$ cat config.mk
export PLATFORM = sky130hd
export DESIGN_NAME = limn2600_bus_master
export DESIGN_NICKNAME = d
export VERILOG_FILES = /design/src/rtl/limn2600_bus_pkg.sv /design/src/rtl/limn2600_bus_timeout.sv /design/src/rtl/limn2600_bus_master.sv
export SDC_FILE = /design/constraint.sdc
export NUM_CORES = 1
export LEC_CHECK = 0
export CAP_MARGIN = 20
export CORE_MARGIN = 8
export CORE_UTILIZATION = 35
export DETAILED_ROUTE_END_ITERATION = 8
export PLACE_DENSITY = 0.87
export REMOVE_ABC_BUFFERS = 1
export SLEW_MARGIN = 10
export SYNTH_ARGS = -nofsm -noshare
export SYNTH_HDL_FRONTEND = slang
export SYNTH_SLANG_ARGS = --single-unit
$ cat constraint.sdc
create_clock -name clk -period 2 [get_ports clk]
set_clock_uncertainty 0.15 [all_clocks]
set_input_delay 0.2 -clock clk [delete_from_list [all_inputs] [get_ports clk]]
set_output_delay 0.2 -clock clk [all_outputs]
set_load 0.02 [all_outputs]
$ cat src/rtl/limn2600_bus_pkg.sv
`default_nettype none
// ============================================================================
// Module  : limn2600_bus_pkg
// Purpose : Shared definitions for the Limn2600 bus master. The package holds
//           the FSM state encoding, the word-alignment value, the default
//           WAIT timeout and a small alignment helper.
// Revision: 1.0 - initial release
// ============================================================================
package limn2600_bus_pkg;

    // Default number of WAIT cycles allowed before an access is aborted.
    localparam int unsigned c_TIMEOUT_CYCLES_DEFAULT = 16;

    // The low two address bits of a word-aligned access.
    localparam logic [1:0] c_WORD_ALIGN = 2'b00;

    // FSM state encoding.
    localparam logic [1:0] c_ST_IDLE  = 2'd0;
    localparam logic [1:0] c_ST_ISSUE = 2'd1;
    localparam logic [1:0] c_ST_WAIT  = 2'd2;
    localparam logic [1:0] c_ST_RESP  = 2'd3;

    // Takes only the low address bits, so callers slice the address.
    function automatic logic is_word_aligned(input logic [1:0] addr_lo);
        return addr_lo == c_WORD_ALIGN;
    endfunction

endpackage
`default_nettype wire

$ cat src/rtl/limn2600_bus_timeout.sv
`default_nettype none
// ============================================================================
// Module  : limn2600_bus_timeout
// Purpose : WAIT-state watchdog counter. Cleared on entry to WAIT, counts
//           each WAIT cycle in which the memory has not answered, and flags
//           expiry in the cycle where the count reaches TIMEOUT_CYCLES-1.
// Ports   : clk     - clock, rising edge
//           rst     - synchronous active-low reset
//           clear   - restart the count from zero
//           enable  - count this cycle (WAIT without rdy)
//           expired - count has reached TIMEOUT_CYCLES-1
// Revision: 1.0 - initial release
// ============================================================================
module limn2600_bus_timeout #(
    parameter int unsigned TIMEOUT_CYCLES = 16
) (
    input  logic clk,
    input  logic rst,
    input  logic clear,
    input  logic enable,
    output logic expired
);

    localparam int unsigned    c_CW   = (TIMEOUT_CYCLES > 1) ? $clog2(TIMEOUT_CYCLES) : 1;
    localparam logic [c_CW-1:0] c_LAST = c_CW'(TIMEOUT_CYCLES - 1);

    logic [c_CW-1:0] r_count;

    assign expired = (r_count == c_LAST);

    always_ff @(posedge clk) begin
        if (!rst) begin
            r_count <= '0;
        end else if (clear) begin
            r_count <= '0;
        end else if (enable && !expired) begin
            // Held at the last value once expired; the FSM leaves WAIT then.
            r_count <= r_count + c_CW'(1);
        end
    end

endmodule
`default_nettype wire

$ cat src/rtl/limn2600_bus_master.sv
`default_nettype none
// ============================================================================
// Module  : limn2600_bus_master
// Purpose : Bridges a valid/ready CPU request/response channel onto a simple
//           select/write-enable memory bus with a completion pulse (rdy).
//           FSM: IDLE -> ISSUE -> WAIT -> RESP -> IDLE. Misaligned requests
//           skip the bus and answer with an error straight away.
// Config  : LIMN2600_BUSM_TIMEOUT_EN - when defined, an access whose rdy does
//           not arrive within TIMEOUT_CYCLES WAIT cycles ends with rsp_err=1.
// Ports   : clk, rst (sync, active-low)
//           req_valid/req_ready/req_we/req_addr/req_wdata - CPU request
//           rsp_valid/rsp_ready/rsp_rdata/rsp_err         - CPU response
//           cs/we/addr/data_out/data_in/rdy               - memory bus
// Revision: 1.0 - initial release
// ============================================================================
module limn2600_bus_master
    import limn2600_bus_pkg::*;
#(
    parameter int unsigned DATA_WIDTH     = 32,
    parameter int unsigned TIMEOUT_CYCLES = c_TIMEOUT_CYCLES_DEFAULT
) (
    input  logic                  clk,
    input  logic                  rst,
    input  logic                  req_valid,
    output logic                  req_ready,
    input  logic                  req_we,
    input  logic [31:0]           req_addr,
    input  logic [DATA_WIDTH-1:0] req_wdata,
    output logic                  rsp_valid,
    input  logic                  rsp_ready,
    output logic [DATA_WIDTH-1:0] rsp_rdata,
    output logic                  rsp_err,
    output logic                  cs,
    output logic                  we,
    output logic [31:0]           addr,
    output logic [DATA_WIDTH-1:0] data_out,
    input  logic [DATA_WIDTH-1:0] data_in,
    input  logic                  rdy
);

    if (TIMEOUT_CYCLES < 1) begin : g_bad_timeout
        $error("limn2600_bus_master: TIMEOUT_CYCLES must be at least 1");
    end

    logic [1:0]            r_state;
    logic                  r_cs;
    logic                  r_we;
    logic [31:0]           r_addr;
    logic [DATA_WIDTH-1:0] r_data_out;
    logic                  r_rsp_valid;
    logic [DATA_WIDTH-1:0] r_rsp_rdata;
    logic                  r_rsp_err;

`ifdef LIMN2600_BUSM_TIMEOUT_EN
    logic w_tmo_clear;
    logic w_tmo_enable;
    logic w_tmo_expired;

    // ISSUE always precedes WAIT, so clearing there restarts the count on entry.
    assign w_tmo_clear  = (r_state == c_ST_ISSUE);
    assign w_tmo_enable = (r_state == c_ST_WAIT) && !rdy;

    limn2600_bus_timeout #(
        .TIMEOUT_CYCLES(TIMEOUT_CYCLES)
    ) u_timeout (
        .clk    (clk),
        .rst    (rst),
        .clear  (w_tmo_clear),
        .enable (w_tmo_enable),
        .expired(w_tmo_expired)
    );
`endif

    assign req_ready = (r_state == c_ST_IDLE);
    assign rsp_valid = r_rsp_valid;
    assign rsp_rdata = r_rsp_rdata;
    assign rsp_err   = r_rsp_err;
    assign cs        = r_cs;
    assign we        = r_we;
    assign addr      = r_addr;
    assign data_out  = r_data_out;

    always_ff @(posedge clk) begin
        if (!rst) begin
            r_state     <= c_ST_IDLE;
            r_cs        <= 1'b0;
            r_we        <= 1'b0;
            r_addr      <= '0;
            r_data_out  <= '0;
            r_rsp_valid <= 1'b0;
            r_rsp_rdata <= '0;
            r_rsp_err   <= 1'b0;
        end else begin
            case (r_state)
                c_ST_IDLE: begin
                    if (req_valid) begin
                        r_addr     <= req_addr;
                        r_we       <= req_we;
                        r_data_out <= req_wdata;
                        if (!is_word_aligned(req_addr[1:0])) begin
                            // Never reaches the bus: answer with an error now.
                            r_state     <= c_ST_RESP;
                            r_rsp_valid <= 1'b1;
                            r_rsp_err   <= 1'b1;
                            r_rsp_rdata <= '0;
                        end else begin
                            r_state <= c_ST_ISSUE;
                            r_cs    <= 1'b1;
                        end
                    end
                end
                c_ST_ISSUE: begin
                    r_cs    <= 1'b0;
                    r_state <= c_ST_WAIT;
                end
                c_ST_WAIT: begin
                    // rdy is checked first so it wins over a same-cycle timeout.
                    if (rdy) begin
                        r_state     <= c_ST_RESP;
                        r_rsp_valid <= 1'b1;
                        r_rsp_err   <= 1'b0;
                        r_rsp_rdata <= r_we ? '0 : data_in;
                    end
`ifdef LIMN2600_BUSM_TIMEOUT_EN
                    else if (w_tmo_expired) begin
                        r_state     <= c_ST_RESP;
                        r_rsp_valid <= 1'b1;
                        r_rsp_err   <= 1'b1;
                        r_rsp_rdata <= '0;
                    end
`endif
                end
                c_ST_RESP: begin
                    if (rsp_ready) begin
                        r_state     <= c_ST_IDLE;
                        r_rsp_valid <= 1'b0;
                    end
                end
                default: r_state <= c_ST_IDLE;
            endcase
        end
    end

endmodule
`default_nettype wire

Yosys cells after proc, flatten, opt, wreduce, memory -nomap -nowiden. Cells that the tools add are included.

Memory bits (read-only): 0. Register bits: 102. Memories: 0. RAM bits: 0. Logic and storage cells: 46. Latch bits: 0. Output and inout bits: 101.

Order comparisons: 0. Reduce and logical (&&, ||, !) cells: 10. Divide/modulo/power cells: 0. Bitwise gates (word level): 0. $add $sub $neg: 0. Mux-type cells: 20. Shifts and indexed selects: 0. Equality and inequality tests: 8. Multiply operators: 0.

Operators with widths (number): 2-to-1 mux 32 bit (4); one-hot mux 32 bit (2 select lines) (1); 2-to-1 mux 2 bit (4); inequality test 2 bit, second input constant (4); one-hot mux 2 bit (4 select lines) (1); 2-to-1 mux 1 bit (7); AND reduction 3 bit (2); AND reduction 5 bit (1); == test 2 bit, second input constant (2); zero test 2 bit (2); one-hot mux 1 bit (2 select lines) (2); AND reduction 4 bit (1); nonzero test 2 bit (2); one-hot mux 1 bit (3 select lines) (1); nonzero test 3 bit (1); == test 2 x 1 -> 1 bit, second input constant (1); inequality test 2 x 1 -> 1 bit, second input constant (1); AND reduction 2 bit (1).

Depth between registers and ports, before layout.
Word-level depth: 4. Gate-level depth with buffers: 7.

Least setup slack after synthesis. OpenSTA, ideal clock, no wires.

Path type: register -> register. From: register r_state[0]. To: register r_rsp_rdata[21] (netlist: rsp_rdata[21]). Required time: 1727 ps. Setup slack: 122 ps. Library setup time: 123 ps. Arrival time: 1605 ps. Cell stages (with the launch flop): 7. Clock period less this slack: 1878 ps. Cell sequence: dfxtp_1 -> inv_1 -> ha_1 -> and2b_1 -> a211oi_4 -> clkbuf_2 -> o21ai_0.

Longest elaborated chain between the ends: 3.

RTL lines: start, declared (RTL line limn2600_bus_master.sv:45) `logic [1:0] r_state;`; start signal, assigned (RTL line limn2600_bus_master.sv:85) `r_state <= c_ST_IDLE;`; start signal, assigned (RTL line limn2600_bus_master.sv:102) `r_state <= c_ST_RESP;`; start signal, assigned (RTL line limn2600_bus_master.sv:107) `r_state <= c_ST_ISSUE;`; == test 2 bit or zero test 2 bit (tied branches) (RTL line limn2600_bus_master.sv:94) `case (r_state)`; inequality test 2 bit (no source line) or nonzero test 2 bit (tied branches); AND reduction 4 bit (no source line); end signal, assigned (RTL line limn2600_bus_master.sv:122) `r_rsp_rdata <= r_we ? '0 : data_in;`; end, declared (RTL line limn2600_bus_master.sv:51) `logic [DATA_WIDTH-1:0] r_rsp_rdata;`.

Several ways; a longest one is shown, not always the timed one. A chain may end at the register's enable or synchronous reset.

Final worst setup path.
From: register r_state[0]. To: register r_rsp_rdata[0] (netlist: rsp_rdata[0]).

Same word-level chain as after synthesis.

==> metrics.txt <==
gr usage total 0.172; crit path max fanout 32; r2r endpoint rsp_rdata[0]; FF-to-FF setup slack 0.12 ns; ant diodes 0; CTS Sinks 102; Design Power 7.14 mW; port bufs 202; top routing layer used met4; endpoint class of the critical path register; starting density of the core 0.361; Final Cycle Share 0.942; Crit path required time 2.13 ns; max-slew violation count 0; CTS root buf clkbuf_8; critical path class reg -> reg; final worst slack 0.115 ns; fin nets 770; CP Launch Point r_state[0]; Max-Cap Viols 0; die height 119 um; max incr delay on CP 0.37 ns; Final Hold Fails 0; DPL Wire Length 9490 um; FILL cells 862; Mapped Cells 470; peak supply drop 746 uV; Max clock buf depth 2; Synth Cell Area 0.00374 sq mm; final setup fails 0; Rel. slew slack 0.745; Area growth syn-to-layout 64.9%; die area 0.0143 sq mm; min cycle time layout 1.88 ns; Clock Latency Late Sink 0.35 ns; worst-path cell chain inv_1, ha_1, and2b_1, a211oi_4, buf_6, clkbuf_16, nand3_1, o21ai_0; CP max-delay cell dfxtp_2; WHS 0.241 ns; DR vias 3,908; Via density 4.87; most frequent cells in the layout clkdlybuf4s50_1, nand2_1, dfxtp_1; DP Cell Count 784; pin count of the biggest net entering global routing 66; crit path launch type register; first-pass GRT wire length 20,200 um; H-Tree Depth 3; RSZ-0062 raised after global routing no; drt drc 0; Die X 119 um; final core utilization 0.595; reg2reg path depth 8; pwr dens 1160 mW/mm^2; DR WL met2 6090 um; worst r2r src r_state[0]; RD Place Congestion 0.849; initial antenna violation count 0; CTS Buf Count 9; cell area after layout 0.00617 sq mm; ANT nets after route 0; vias in the first global route 4,041; First-pass DRT Iterations 4; grt ovf 0; static leakage 2.20 nW; Reg clk slew, reported paths 0.09 ns; share of layout cells above drive strength 1 0.0556; Finished Layout Cells 802; core area 0.0104 sq mm; TNS Setup 0 ns; Fmax 531 MHz; post-synthesis cell type count 29; Setup WS pre-CTS 0.0551 ns; Syn Area/Cell 7.97 sq um; Post-DP Area 0.00592 sq mm; register area share after synthesis 0.545; Worst Tran Pin Value 0.382 ns; WL met3 1630 um; DRT Wirelength 12,800 um; Hold Path Class in -> reg; drt wl/cell 16.0 um; status finished clean; number of synthesis warnings 0; DRT iter0 DRCs 336; most common cell after layout, fill and taps aside clkdlybuf4s50_1; CP Data Arrival Time 2.01 ns; CTS tree done; wire length on met1 5030 um; CP endpoint rsp_rdata[0]; # rows 37; register bit count reported by yosys 102; num ports 203
registers in the layout, summed over array words and instances, names as in the netlist:
register,flops
addr,32
rsp_valid,1
we,1
rsp_err,1
data_out,32
cs,1
r_state,2
rsp_rdata,32
Yosys cell counts:
cell	count	area, sq um
nand2_1	170	638
dfxtp_1	102	2040
a21oi_1	69	345
nand3_1	33	165
o21ai_0	30	150
clkbuf_1	19	71.3
buf_2	8	40.0
ha_1	6	75.1
nor2_1	4	15.0
o21ai_1	4	20.0
buf_6	3	33.8
clkbuf_2	3	15.0
inv_1	2	7.51
nor2b_1	2	12.5
a211oi_4	1	20.0
a311oi_1	1	8.76
a31oi_1	1	6.26
and2_1	1	6.26
and2b_1	1	7.51
buf_1	1	3.75
clkinv_1	1	3.75
nand2b_1	1	6.26
nor2_2	1	6.26
nor3_1	1	5.00
nor3_2	1	10.0
nor4_1	1	6.26
o211ai_1	1	7.51
o21ai_2	1	8.76
or3_1	1	6.26
layer usage:
layer | vias up | global-route usage
li1 | 1915 | -
met1 | 1818 | 0.182
met2 | 169 | 0.290
met3 | 6 | 0.0954
met4 | 0 | 0.0437
met5 | - | 0
how the worst min path moves through the flow:
| stage | start | to | slack [ns] | cells after the start |
|---|---|---|---|---|
| final | req_addr[26] | addr[26] | 0.24 | 3 |
| after global routing | req_wdata[11] | data_out[11] | 0.22 | 3 |
| after CTS | req_wdata[19] | data_out[19] | 0.21 | 3 |
| after detailed placement | addr[18] | addr[18] | 0.30 | 2 |
| after global placement | rsp_rdata[30] | rsp_rdata[30] | 0.29 | 2 |
| after floorplan | data_in[0] | rsp_rdata[0] | 0.18 | 2 |
what timing repair did:
item                       4_1_cts  5_1_grt
setup endpoints to repair        1       34
pin swaps                        0        2
setup buffers                    0        1
cloned                           0        2
hold buffers                     0        0
gates resized for setup          1        4
cells by family after synthesis:
group / share of synthesized area
DFF: 0.545
and+or+nand+nor: 0.236
adders and majority gates: 0.0201
AOI/OAI and AO/OA: 0.151
buffers and inverters: 0.0468
power breakdown:
| part | switching [mW] | internal [mW] | total, mW |
|---|---|---|---|
| clock | 0.659 | 0.603 | 1.26 |
| combinational | 1.84 | 1.45 | 3.29 |
| sequential | 0.204 | 2.38 | 2.58 |
| total | 2.71 | 4.43 | 7.14 |
area by class of cell:
type,instances,area [sq um],share of cell area
inverters,3,11.3,0.00182
clock inverters,4,47.5,0.00770
multi-input cells,331,1540,0.250
clock buffers,11,141,0.0229
well taps,136,170,0.0276
flip-flops and latches,102,2040,0.331
repair buffers,215,2220,0.359
worst max-delay path, delay by kind of cell, from the launching register on:
family	cells	cell delay, ns
adder cells (fa/ha/maj)	1	0.22
buffers and inverters	3	0.45
AO/OA/AOI/OAI	2	0.30
AND/OR/NAND/NOR	2	0.30
flip-flops	1	0.37
Power figures use the tool's default switching activity.
